File: config.mk
export PLATFORM = sky130hd
export DESIGN_NAME = decode_in_stream_driver_flat
export DESIGN_NICKNAME = d
export VERILOG_FILES = /design/src/rtl/decode_in_stream_driver_pkg.sv /design/src/rtl/decode_in_stream_driver_if.sv /design/src/rtl/decode_in_stream_driver_fifo.sv /design/src/rtl/decode_in_stream_driver.sv /design/src/flat_wrapper.sv
export SDC_FILE = /design/constraint.sdc
export NUM_CORES = 1
export LEC_CHECK = 0
export BUFFER_PORTS_ARGS = -buffer_cell sky130_fd_sc_hd__buf_2
export CAP_MARGIN = 15
export CORE_MARGIN = 5
export CORE_UTILIZATION = 55
export CTS_CLUSTER_DIAMETER = 30
export DETAILED_ROUTE_END_ITERATION = 16
export HOLD_SLACK_MARGIN = 0.02
export PLACE_DENSITY = 0.8
export SETUP_SLACK_MARGIN = 0.15
export SLEW_MARGIN = 40
export SYNTH_ARGS = -nofsm -noshare
export SYNTH_HDL_FRONTEND = slang
export SYNTH_HIERARCHICAL = 1
export SYNTH_SLANG_ARGS = --single-unit
File: constraint.sdc
create_clock -name clk -period 6.6 [get_ports clk]
set_input_delay 0.66 -clock clk [delete_from_list [all_inputs] [get_ports clk]]
set_output_delay 0.66 -clock clk [all_outputs]
set_load 0.01 [all_outputs]
File: src/rtl/decode_in_stream_driver_pkg.sv
// Shared types and default widths for the buffered decode-stage input driver.
// The packed item layout here is the one stored in the FIFO: {instr, npc, enable, hold}.
package decode_in_stream_pkg;

    localparam int INSTR_W_DEF = 16;
    localparam int NPC_W_DEF   = 16;
    localparam int HOLD_W_DEF  = 4;
    localparam int DEPTH_DEF   = 8;

    typedef struct packed {
        logic [INSTR_W_DEF-1:0] instr;
        logic [NPC_W_DEF-1:0]   npc;
        logic                   enable;
        logic [HOLD_W_DEF-1:0]  hold;
    } decode_in_item_t;

    typedef enum logic {
        IDLE,
        ACTIVE
    } drv_state_e;

    function automatic int item_width(input int instr_w, input int npc_w, input int hold_w);
        return instr_w + npc_w + 1 + hold_w;
    endfunction

endpackage

File: src/rtl/decode_in_stream_driver_if.sv
// Valid/ready stream carrying one decode-input item from the stimulus source.
interface decode_in_stream_driver_if #(
    parameter int INSTR_W = 16,
    parameter int NPC_W   = 16,
    parameter int HOLD_W  = 4
) ();

    logic               valid;
    logic               ready;
    logic [INSTR_W-1:0] instr;
    logic [NPC_W-1:0]   npc;
    logic               enable;
    logic [HOLD_W-1:0]  hold;

    modport master (
        output valid,
        output instr,
        output npc,
        output enable,
        output hold,
        input  ready
    );

    modport slave (
        input  valid,
        input  instr,
        input  npc,
        input  enable,
        input  hold,
        output ready
    );

endinterface

File: src/rtl/decode_in_stream_driver_fifo.sv
// Synchronous FIFO with async reset and sync flush; count reports true occupancy 0..DEPTH.
module decode_in_stream_fifo #(
    parameter int WIDTH = 8,
    parameter int DEPTH = 8
) (
    input  logic                     clk,
    input  logic                     rst,
    input  logic                     flush,
    input  logic                     push,
    input  logic [WIDTH-1:0]         wdata,
    input  logic                     pop,
    output logic [WIDTH-1:0]         rdata,
    output logic                     full,
    output logic                     empty,
    output logic [$clog2(DEPTH):0]   count
);

    localparam int AW = $clog2(DEPTH);
    localparam int CW = AW + 1;

    logic [WIDTH-1:0] mem_q [DEPTH];
    logic [AW-1:0]    wr_ptr_q, wr_ptr_d;
    logic [AW-1:0]    rd_ptr_q, rd_ptr_d;
    logic [CW-1:0]    count_q, count_d;
    logic             push_ok;
    logic             pop_ok;

    assign full    = (count_q == CW'(DEPTH));
    assign empty   = (count_q == '0);
    assign count   = count_q;
    assign rdata   = mem_q[rd_ptr_q];
    assign push_ok = push && !full;
    assign pop_ok  = pop && !empty;

    // DEPTH is a power of two, so pointer overflow is the modulo wrap.
    always_comb begin
        wr_ptr_d = wr_ptr_q;
        rd_ptr_d = rd_ptr_q;
        count_d  = count_q;
        if (flush) begin
            wr_ptr_d = '0;
            rd_ptr_d = '0;
            count_d  = '0;
        end else begin
            if (push_ok) begin
                wr_ptr_d = wr_ptr_q + AW'(1);
            end
            if (pop_ok) begin
                rd_ptr_d = rd_ptr_q + AW'(1);
            end
            unique case ({push_ok, pop_ok})
                2'b10:   count_d = count_q + CW'(1);
                2'b01:   count_d = count_q - CW'(1);
                default: count_d = count_q;
            endcase
        end
    end

    always_ff @(posedge clk or posedge rst) begin
        if (rst) begin
            wr_ptr_q <= '0;
            rd_ptr_q <= '0;
            count_q  <= '0;
        end else begin
            wr_ptr_q <= wr_ptr_d;
            rd_ptr_q <= rd_ptr_d;
            count_q  <= count_d;
        end
    end

    always_ff @(posedge clk) begin
        if (push_ok && !flush) begin
            mem_q[wr_ptr_q] <= wdata;
        end
    end

endmodule

File: src/rtl/decode_in_stream_driver.sv
// Buffers decode-input items and replays each onto the LC3 decode-stage pins for hold+1 cycles,
// back-to-back with no bubbles between queued items.
module decode_in_stream_driver
    import decode_in_stream_pkg::*;
#(
    parameter int INSTR_W = INSTR_W_DEF,
    parameter int NPC_W   = NPC_W_DEF,
    parameter int DEPTH   = DEPTH_DEF,
    parameter int HOLD_W  = HOLD_W_DEF
) (
    input  logic                     clk,
    input  logic                     rst,
    input  logic                     flush,
    decode_in_stream_driver_if.slave in_if,
    output logic                     enable_decode,
    output logic [INSTR_W-1:0]       instr_dout,
    output logic [NPC_W-1:0]         npc_in,
    output logic [$clog2(DEPTH):0]   count,
    output logic                     busy
);

    localparam int ITEM_W = item_width(INSTR_W, NPC_W, HOLD_W);

    drv_state_e          state_q, state_d;
    logic [HOLD_W-1:0]   hold_cnt_q, hold_cnt_d;
    logic                en_q, en_d;
    logic [INSTR_W-1:0]  instr_q, instr_d;
    logic [NPC_W-1:0]    npc_q, npc_d;

    logic                fifo_push;
    logic                fifo_pop;
    logic                fifo_full;
    logic                fifo_empty;
    logic [ITEM_W-1:0]   fifo_wdata;
    logic [ITEM_W-1:0]   fifo_head;
    logic [$clog2(DEPTH):0] fifo_count;
    logic                load_head;

    logic [INSTR_W-1:0]  head_instr;
    logic [NPC_W-1:0]    head_npc;
    logic                head_enable;
    logic [HOLD_W-1:0]   head_hold;

    // No full-bypass: a full FIFO refuses a push even on a pop cycle.
    assign in_if.ready = !fifo_full && !flush;
    assign fifo_push   = in_if.valid && in_if.ready;
    assign fifo_wdata  = {in_if.instr, in_if.npc, in_if.enable, in_if.hold};

    assign head_instr  = fifo_head[ITEM_W-1 -: INSTR_W];
    assign head_npc    = fifo_head[HOLD_W+1 +: NPC_W];
    assign head_enable = fifo_head[HOLD_W];
    assign head_hold   = fifo_head[HOLD_W-1:0];

    decode_in_stream_fifo #(
        .WIDTH (ITEM_W),
        .DEPTH (DEPTH)
    ) u_fifo (
        .clk   (clk),
        .rst   (rst),
        .flush (flush),
        .push  (fifo_push),
        .wdata (fifo_wdata),
        .pop   (fifo_pop),
        .rdata (fifo_head),
        .full  (fifo_full),
        .empty (fifo_empty),
        .count (fifo_count)
    );

    // A head is loaded on the same edge the previous item's hold expires, keeping items contiguous.
    always_comb begin
        state_d    = state_q;
        hold_cnt_d = hold_cnt_q;
        en_d       = en_q;
        instr_d    = instr_q;
        npc_d      = npc_q;
        fifo_pop   = 1'b0;
        load_head  = 1'b0;

        if (flush) begin
            state_d    = IDLE;
            hold_cnt_d = '0;
            en_d       = 1'b0;
            instr_d    = '0;
            npc_d      = '0;
        end else begin
            unique case (state_q)
                IDLE: begin
                    if (!fifo_empty) begin
                        load_head = 1'b1;
                    end else begin
                        en_d = 1'b0;
                    end
                end
                ACTIVE: begin
                    if (hold_cnt_q != '0) begin
                        hold_cnt_d = hold_cnt_q - HOLD_W'(1);
                    end else if (!fifo_empty) begin
                        load_head = 1'b1;
                    end else begin
                        state_d = IDLE;
                        en_d    = 1'b0;
                    end
                end
                default: begin
                    state_d = IDLE;
                end
            endcase

            if (load_head) begin
                fifo_pop   = 1'b1;
                state_d    = ACTIVE;
                hold_cnt_d = head_hold;
                en_d       = head_enable;
                instr_d    = head_instr;
                npc_d      = head_npc;
            end
        end
    end

    always_ff @(posedge clk or posedge rst) begin
        if (rst) begin
            state_q    <= IDLE;
            hold_cnt_q <= '0;
            en_q       <= 1'b0;
            instr_q    <= '0;
            npc_q      <= '0;
        end else begin
            state_q    <= state_d;
            hold_cnt_q <= hold_cnt_d;
            en_q       <= en_d;
            instr_q    <= instr_d;
            npc_q      <= npc_d;
        end
    end

    assign enable_decode = en_q;
    assign instr_dout    = instr_q;
    assign npc_in        = npc_q;
    assign count         = fifo_count;
    assign busy          = (state_q == ACTIVE) || (fifo_count != '0);

endmodule

File: src/flat_wrapper.sv
// flat-port wrapper written by rule: the top's interface ports become plain ports
module decode_in_stream_driver_flat import decode_in_stream_pkg::*;
#(
    parameter int INSTR_W = INSTR_W_DEF,
    parameter int NPC_W   = NPC_W_DEF,
    parameter int DEPTH   = DEPTH_DEF,
    parameter int HOLD_W  = HOLD_W_DEF
)
  (clk, rst, flush, enable_decode, instr_dout, npc_in, count, busy, in_if_valid, in_if_instr, in_if_npc, in_if_enable, in_if_hold, in_if_ready);
  decode_in_stream_driver_if #(.INSTR_W(INSTR_W), .NPC_W(NPC_W), .HOLD_W(HOLD_W)) in_if_i ();
  input  logic clk;
  input  logic rst;
  input  logic flush;
  output logic enable_decode;
  output logic [INSTR_W-1:0] instr_dout;
  output logic [NPC_W-1:0] npc_in;
  output logic [$clog2(DEPTH):0] count;
  output logic busy;
  input wire logic [$bits(in_if_i.valid)-1:0] in_if_valid;
  input wire logic [$bits(in_if_i.instr)-1:0] in_if_instr;
  input wire logic [$bits(in_if_i.npc)-1:0] in_if_npc;
  input wire logic [$bits(in_if_i.enable)-1:0] in_if_enable;
  input wire logic [$bits(in_if_i.hold)-1:0] in_if_hold;
  output wire logic [$bits(in_if_i.ready)-1:0] in_if_ready;
  assign in_if_i.valid = in_if_valid;
  assign in_if_i.instr = in_if_instr;
  assign in_if_i.npc = in_if_npc;
  assign in_if_i.enable = in_if_enable;
  assign in_if_i.hold = in_if_hold;
  assign in_if_ready = in_if_i.ready;
  decode_in_stream_driver #(.INSTR_W(INSTR_W), .NPC_W(NPC_W), .DEPTH(DEPTH), .HOLD_W(HOLD_W)) u_core (.clk(clk), .rst(rst), .flush(flush), .in_if(in_if_i), .enable_decode(enable_decode), .instr_dout(instr_dout), .npc_in(npc_in), .count(count), .busy(busy));
endmodule
==> results of run 1 <==
==> metrics by stage <==
stage,util [%],hold slack (ns),total power [uW],cells,setup slack (ns)
finish,66.26,0.1135,5963,1104,3.342
global route,66.26,0.1421,6187,1104,3.256
CTS,66.25,0.1102,6011,1103,3.420
detailed placement,58.88,0.4894,3263,1007,3.425
global placement,58.53,0.4858,3213,1003,3.438
floorplan,-,0.4904,3031,622,1.528
==> layout by cell type, fill, tap and decap left out, types with 2 or more instances in the layout <==
cell          n
buf_4         9
clkbuf_16    53
mux2_2       37
inv_1         7
or3_1         2
a21oi_4       2
inv_6         9
nor3_2        2
dfrtp_1      45
bufinv_16     5
buf_2        79
a22o_1       32
nor2_1       13
mux2i_1       5
edfxtp_1    296
nor2_4        6
a21oi_1       8
clkinv_1      3
nand3_1       5
nand2_1      11
dfrtp_4       3
nor3_1        3
clkbuf_1      2
nand2b_1      3
mux4_2       74
ha_1          5
buf_12        2
clkinv_2      9
clkinvlp_4    5
clkinv_4      7
buf_8         2
xor2_1        3
a211oi_1      4
xnor2_1       3
==> cell type report <==
class                           instances  area [sq um]  share of cell area [%]
Sequential cell                       344         10100                   63.24
Timing Repair Buffer                   93         544.3                   3.408
Inverter                                8         32.53                  0.2037
Antenna cell                            1         2.502                 0.01567
Clock inverter                         41         441.7                   2.765
Clock buffer                           55          1334                   8.351
Multi-Input combinational cell        238          3110                   19.48
Tap cell                              324         405.4                   2.538
==> cells by family after synthesis <==
group / synth area share (%)
buffers and inverters: 1.538
adder cells (fa/ha/maj): 0.6189
multiplexers: 15.99
XOR/XNOR: 0.3939
flip-flops: 75.61
AND/OR/NAND/NOR: 2.072
AO/OA/AOI/OAI: 3.779
==> power groups by stage <==
stage                     Combinational [uW]  Clock [uW]  Sequential [uW]
after floorplan                          425           0             2610
after detailed placement                 645           0             2620
final                                    650        2730             2580
after CTS                                657        2770             2580
after global routing                     703        2890             2600
after global placement                   601           0             2610
==> metal layers <==
metal,up-vias,routed length (um)
met3,76,2216
li1,2819,-
met2,337,15840
met5,-,28
met4,6,927
met1,3506,10520
==> sequential cells by signal, indices dropped and copies added (netlist names) <==
register	flops
u_core/instr_dout	16
u_core/state_q	1
u_core/u_fifo/count	4
u_core/u_fifo/mem_q	296
u_core/hold_cnt_q	4
u_core/enable_decode	1
u_core/u_fifo/wr_ptr_q	3
u_core/u_fifo/rd_ptr_q	3
u_core/npc_in	16
==> how the worst min path moves through the flow <==
| stage | startpoint | end | slack, ns | depth (start not counted) |
|---|---|---|---|---|
| finish | rst | u_core/u_fifo/count[3] | 0.11 | 2 |
| global route | rst | u_core/u_fifo/count[2] | 0.14 | 2 |
| CTS | rst | u_core/u_fifo/count[1] | 0.11 | 2 |
| floorplan | u_core/hold_cnt_q[0] | u_core/hold_cnt_q[0] | 0.49 | 1 |
| global placement | u_core/instr_dout[2] | u_core/instr_dout[2] | 0.49 | 1 |
| detailed placement | u_core/npc_in[3] | u_core/npc_in[3] | 0.49 | 1 |
==> worst register-to-register path, delay by kind of cell, from the launching register on <==
kind	cells	cell delay [ns]
compound gates	3	0.60
fa+ha+maj	1	0.30
buf+inv	1	0.08
flops	1	0.51
simple gates	5	1.65
==> flow_summary_export.csv, run 1 <==
group,metric,value,unit
global_route,grt.busiest_layer,"met2",
clock_tree,hold_buffers,0,
pwr,power_leakage,0.005539,uW
clock_tree,cts_buffers,52,
floorplanning,ios,80,
critical_path,cp_cell_sequence,"or4b_4 -> inv_1 -> nor2_1 -> and2_1 -> a21oi_4 -> ha_1 -> a21oi_1 -> nand2_1 -> or4b_1 -> o311ai_1",
pwr,pwr-share-clk,45.8,%
global_route,antenna_found_initial,4,
critical_path,path_class,"reg -> reg",
drt,ant_nets,0,
clock_tree,post_cts_resized,0,
sta,finalCritPeriodShare,49.37,%
clock_tree,cts_sinks,344,
clock_tree,cts_tree,"built",
sta,worst_pin_slew,0.8147,ns
critical_path,critPathLaunch,"u_core/u_fifo/count[0]",
critical_path,timing.rr.start,"u_core/u_fifo/count[0]",
floorplanning,die_h,165.8,um
layout,area_growth,19.69,%
clock_tree,cts_setup_buffers,0,
synth,synth_top_area_cell,"edfxtp_1",
global_route,grt_use_met1,27.16,%
sta,setup_viol,0,
floorplanning,start_util,55.36,%
synth,ys_top_cells_by_count,"edfxtp_1 (296), mux4_2 (74), dfrtp_1 (48)",
critical_path,worstSetupEndpointType,"register",
critical_path,path_buf_inv,1,
synth,syn_area,13340,sq um
synth,syn_nets,669,
place,dpl_cell_area,14190,sq um
global_route,use_met2,38.00,%
critical_path,cp_slowest_cell,"or4b_4",
place,dpl.hpwl,14540,um
synth,synth-seq-area-share,75.61,%
critical_path,critPathMaxStageDelay,0.66,ns
synth,ys_seq_elements,344,
drt,viasPerCell,6.109,
pwr,vdd_drop_max,0.0003110,V
drt,wirelength,29540,um
critical_path,cp.arrival,3.70,ns
layout,fin_nets,784,
synth,avgSynthCellArea,21.45,sq um
drt,post_drt_wl_per_cell,26.75,um
critical_path,crit_cells,10,
pwr,seqPwrFrac,43.3,%
place,portBuffers,79,
critical_path,cp_data_required_time,7.04,ns
clock_tree,clk_latency,0.56,ns
critical_path,endpoint,"u_core/u_fifo/count[3]",
critical_path,startpoint_type,"register",
sta,slew-limit-headroom,45.09,%
sta,fmax,306.9,MHz
clock_tree,cts-root-buf,"clkbuf_16",
critical_path,crit_fanout,10,
drt,route.detailed.drc,0,
synth,yosysMostFrequentCell,"edfxtp_1",
sta,skew,0.02439,ns
floorplanning,design.die.area,27480,sq um
global_route,grt_usage,21.79,%
critical_path,r2r_cells,10,
drt,drt_iter0_markers,617,
pwr,p_int,4459,uW
critical_path,cp_top_family,"simple AND/OR/NAND/NOR gates",
floorplanning,dieWidth,165.8,um
pwr,power_switching,1504,uW
layout,n_fill_cell,1495,
drt,num_vias,6744,
synth,async_flop_share,13.95,%
critical_path,reg2reg_to,"u_core/u_fifo/count[3]",
global_route,grt_max_degree,45,
pwr,powerDensity,373.4,nW/um^2
synth,ys.warnings.count,6,
sta,rsz0062_at_grt,"false",
floorplanning,rows,57,
status,run_status,"finished clean",
synth,ys_top_cells_by_area,"edfxtp_1 (67%), mux4_2 (12%), dfrtp_1 (9.0%), mux2_2 (3.1%), a22o_1 (2.1%)",
synth,synth_cell_types,44,
clock_tree,htree_levels,2,
global_route,use_met3,4.689,%
sta,finalHoldViolations,0,
run,cap_violations,0,
sta,drv_slew,0,
pwr,swShare,25.22,%
global_route,grt-ovfl-total,0,
worst_hold_path,min_path_type,"in -> async",
place,routabilityCongestion,0.7889,
clock_tree,clk_pin_slew,0.05,ns
floorplanning,fp.coreArea,24110,sq um
synth,ys.flop_type,"edfxtp_1",
clock_tree,cts.path.max_buffers,3,
synth,synth-edff-count,296,
critical_path,reg2reg_slack,3.34,ns
synth,syn-instance-count,622,
global_route,grt_pass1_vias,7410,
global_route,grt_pass1_wl,45680,um
synth,synth_top_area_share,66.61,%
layout,fin_area,15970,sq um
drt,first_pass_iters,5,
sta,fin_tns_setup,0,ns
pwr,combPwrFrac,10.9,%
sta,fin_crit,3.258,ns
layout,drive_above_1_share,40.82,%
(Power assumes the default switching activity.)
==> inputs of run 2 (changes only) <==
- CORE_UTILIZATION: 55 -> 54
- PLACE_DENSITY: 0.8 -> 0.82
- clock period: 6.6 -> 2.7 ns (I/O delays scaled with it)
==> run 2 against run 1 <==
Register-to-register slack lost 3.3 ns. Clock skew down 0.0012 ns. Largest power group unchanged. Total power rose to 2.6 times the previous value. Worst hold slack better by 0.019 ns. Flip-flop and latch count unchanged. Cell area is 7.6% higher. Clock power rose to 2.7 times the previous value. Largest cell class unchanged. First-iteration DRC count increased by 34%.
==> flow_summary_export.csv, run 2 (synthesis gave the netlist of run 1 again) <==
group,metric,value,unit
status,run_status,"finished clean",
layout,fin_area,17180,sq um
pwr,powerDensity,912.0,nW/um^2
sta,rsz0062_at_grt,"true",
floorplanning,fp.coreArea,24320,sq um
critical_path,path_class,"reg -> reg",
global_route,grt_max_degree,40,
place,place_inst,1034,
global_route,grt-ovfl-total,0,
sta,finalHoldViolations,0,
place,dpl.hpwl,16370,um
critical_path,cp_cell_sequence,"or4b_4 -> inv_4 -> nor2_4 -> and2_4 -> a21oi_4 -> ha_4 -> a21oi_4 -> nand2_2 -> or4b_4 -> o311ai_2",
drt,post_drt_wl_per_cell,25.93,um
clock_tree,cts.path.max_buffers,3,
critical_path,reg2reg_to,"u_core/u_fifo/count[3]",
layout,mostFrequentLayoutCells,"edfxtp_1 (296), buf_2 (79), mux4_2 (74), clkbuf_16 (57), dfrtp_1 (41)",
layout,final_cell_count_no_fill,1194,
floorplanning,design.die.area,27950,sq um
layout,n_fill_cell,1366,
clock_tree,htree_levels,2,
critical_path,critPathLaunch,"u_core/u_fifo/count[2]",
sta,setup_viol,0,
layout,seq_area,10100,sq um
critical_path,reg2reg_slack,0.02,ns
drt,viasPerCell,6.052,
drt,drt_iter0_markers,829,
critical_path,worstSetupEndpointType,"register",
run,cap_violations,0,
clock_tree,clk_pin_slew,0.05,ns
drt,num_vias,7226,
layout,drive_above_1_share,43.61,%
pwr,power,15670,uW
layout,mostFrequentLayoutCell,"edfxtp_1",
place,dpl_cell_area,14630,sq um
sta,holdWs,0.1323,ns
worst_hold_path,min_path_type,"in -> reg",
critical_path,cp.arrival,3.13,ns
drt,ant_nets,0,
floorplanning,die_h,167.2,um
layout,largest_register,"u_core/u_fifo/mem_q",
global_route,grt_pass1_vias,7784,
global_route,grt_usage,22.12,%
drt,wirelength,30960,um
floorplanning,ios,80,
pwr,vdd_drop_max,0.0005432,V
layout,area_growth,28.77,%
global_route,grt_pass1_wl,47540,um
clock_tree,cts_tree,"built",
global_route,antenna_found_initial,1,
clock_tree,cts_sinks,344,
floorplanning,dieWidth,167.2,um
critical_path,timing.rr.start,"u_core/u_fifo/count[2]",
drt,route.detailed.drc,0,
critical_path,startpoint_type,"register",
pwr,power_leakage,0.006061,uW
sta,fin_crit,2.677,ns
layout,fin_nets,869,
layout,largest_register_ffs,296,
critical_path,crit_fanout,3,
critical_path,cp_slowest_cell,"or4b_4",
critical_path,endpoint,"u_core/u_fifo/count[3]",
sta,worst_pin_slew,0.6084,ns
critical_path,r2r_cells,10,
sta,slew-limit-headroom,59.44,%
sta,drv_slew,0,
clock_tree,clk_latency,0.57,ns
layout,multi_input_area,3226,sq um
floorplanning,start_util,54.87,%
place,portBuffers,79,
critical_path,critPathMaxStageDelay,0.57,ns
critical_path,cp_data_required_time,3.15,ns
clock_tree,cts-root-buf,"clkbuf_16",
sta,skew,0.02316,ns
sta,fmax,373.5,MHz
place,routabilityCongestion,0.8019,
clock_tree,cts_buffers,56,
drt,first_pass_iters,5,
floorplanning,rows,57,
sta,finalCritPeriodShare,99.16,%
-- run 2: cell type report --
| cell class | count | area share [%] |
|---|---|---|
| sequential | 344 | 58.80 |
| clock buffer | 69 | 8.680 |
| tap | 324 | 2.359 |
| timing repair buffer | 174 | 8.345 |
| inverter | 8 | 0.2039 |
| multi-input combinational | 238 | 18.77 |
| antenna | 1 | 0.01456 |
| clock inverter | 36 | 2.825 |
-- run 2: stage by stage --
stage / utilization [%] / setup WS, ns / setup TNS [ns]
global placement: 59.70 / 0.1061 / 0
finish: 70.65 / 0.02264 / 0
global route: 70.65 / -0.005716 / -0.005716
CTS: 70.17 / 0.06391 / 0
detailed placement: 60.14 / -0.008753 / -0.008753
floorplan: - / -0.4137 / -30.51
-- run 2: what timing repair did --
action	4_1_cts	5_1_grt
cloned	0	0
hold buffers	38	0
setup buffers	6	10
pin swaps	2	10
hold endpoints to repair	344	0
gates resized for setup	7	9
setup endpoints to repair	4	4
-- run 2: power breakdown --
group / internal, uW / switching, uW
logic: 964 / 1070
clock network: 4830 / 2550
registers: 6040 / 212
-- run 2: per-layer routing --
layer	part of all wire (%)	vias to the layer above	wire length [um]	global-route usage [%]
li1	-	3004	-	-
met1	38	3749	11870	29.19
met2	52	399	16070	37.81
met3	7.4	74	2295	4.668
met4	2.3	0	724	6.387
met5	0	-	0	0
-- run 2: how the worst min path moves through the flow --
stage / to / from / depth (start not counted)
after floorplan: u_core/u_fifo/rd_ptr_q[0] / rst / 1
after global placement: u_core/u_fifo/wr_ptr_q[0] / rst / 2
after detailed placement: u_core/u_fifo/wr_ptr_q[2] / rst / 2
after CTS: u_core/u_fifo/count[3] / flush / 3
after global routing: u_core/u_fifo/count[3] / flush / 3
final: u_core/u_fifo/count[3] / flush / 3
-- run 2: worst max-delay path, delay by kind of cell, from the launching register on --
family                   cells  cell delay (ns)
AND/OR/NAND/NOR              5             1.35
AO/OA/AOI/OAI                3             0.45
flip-flops                   1             0.40
adder cells (fa/ha/maj)      1             0.25
buffers and inverters        1             0.09
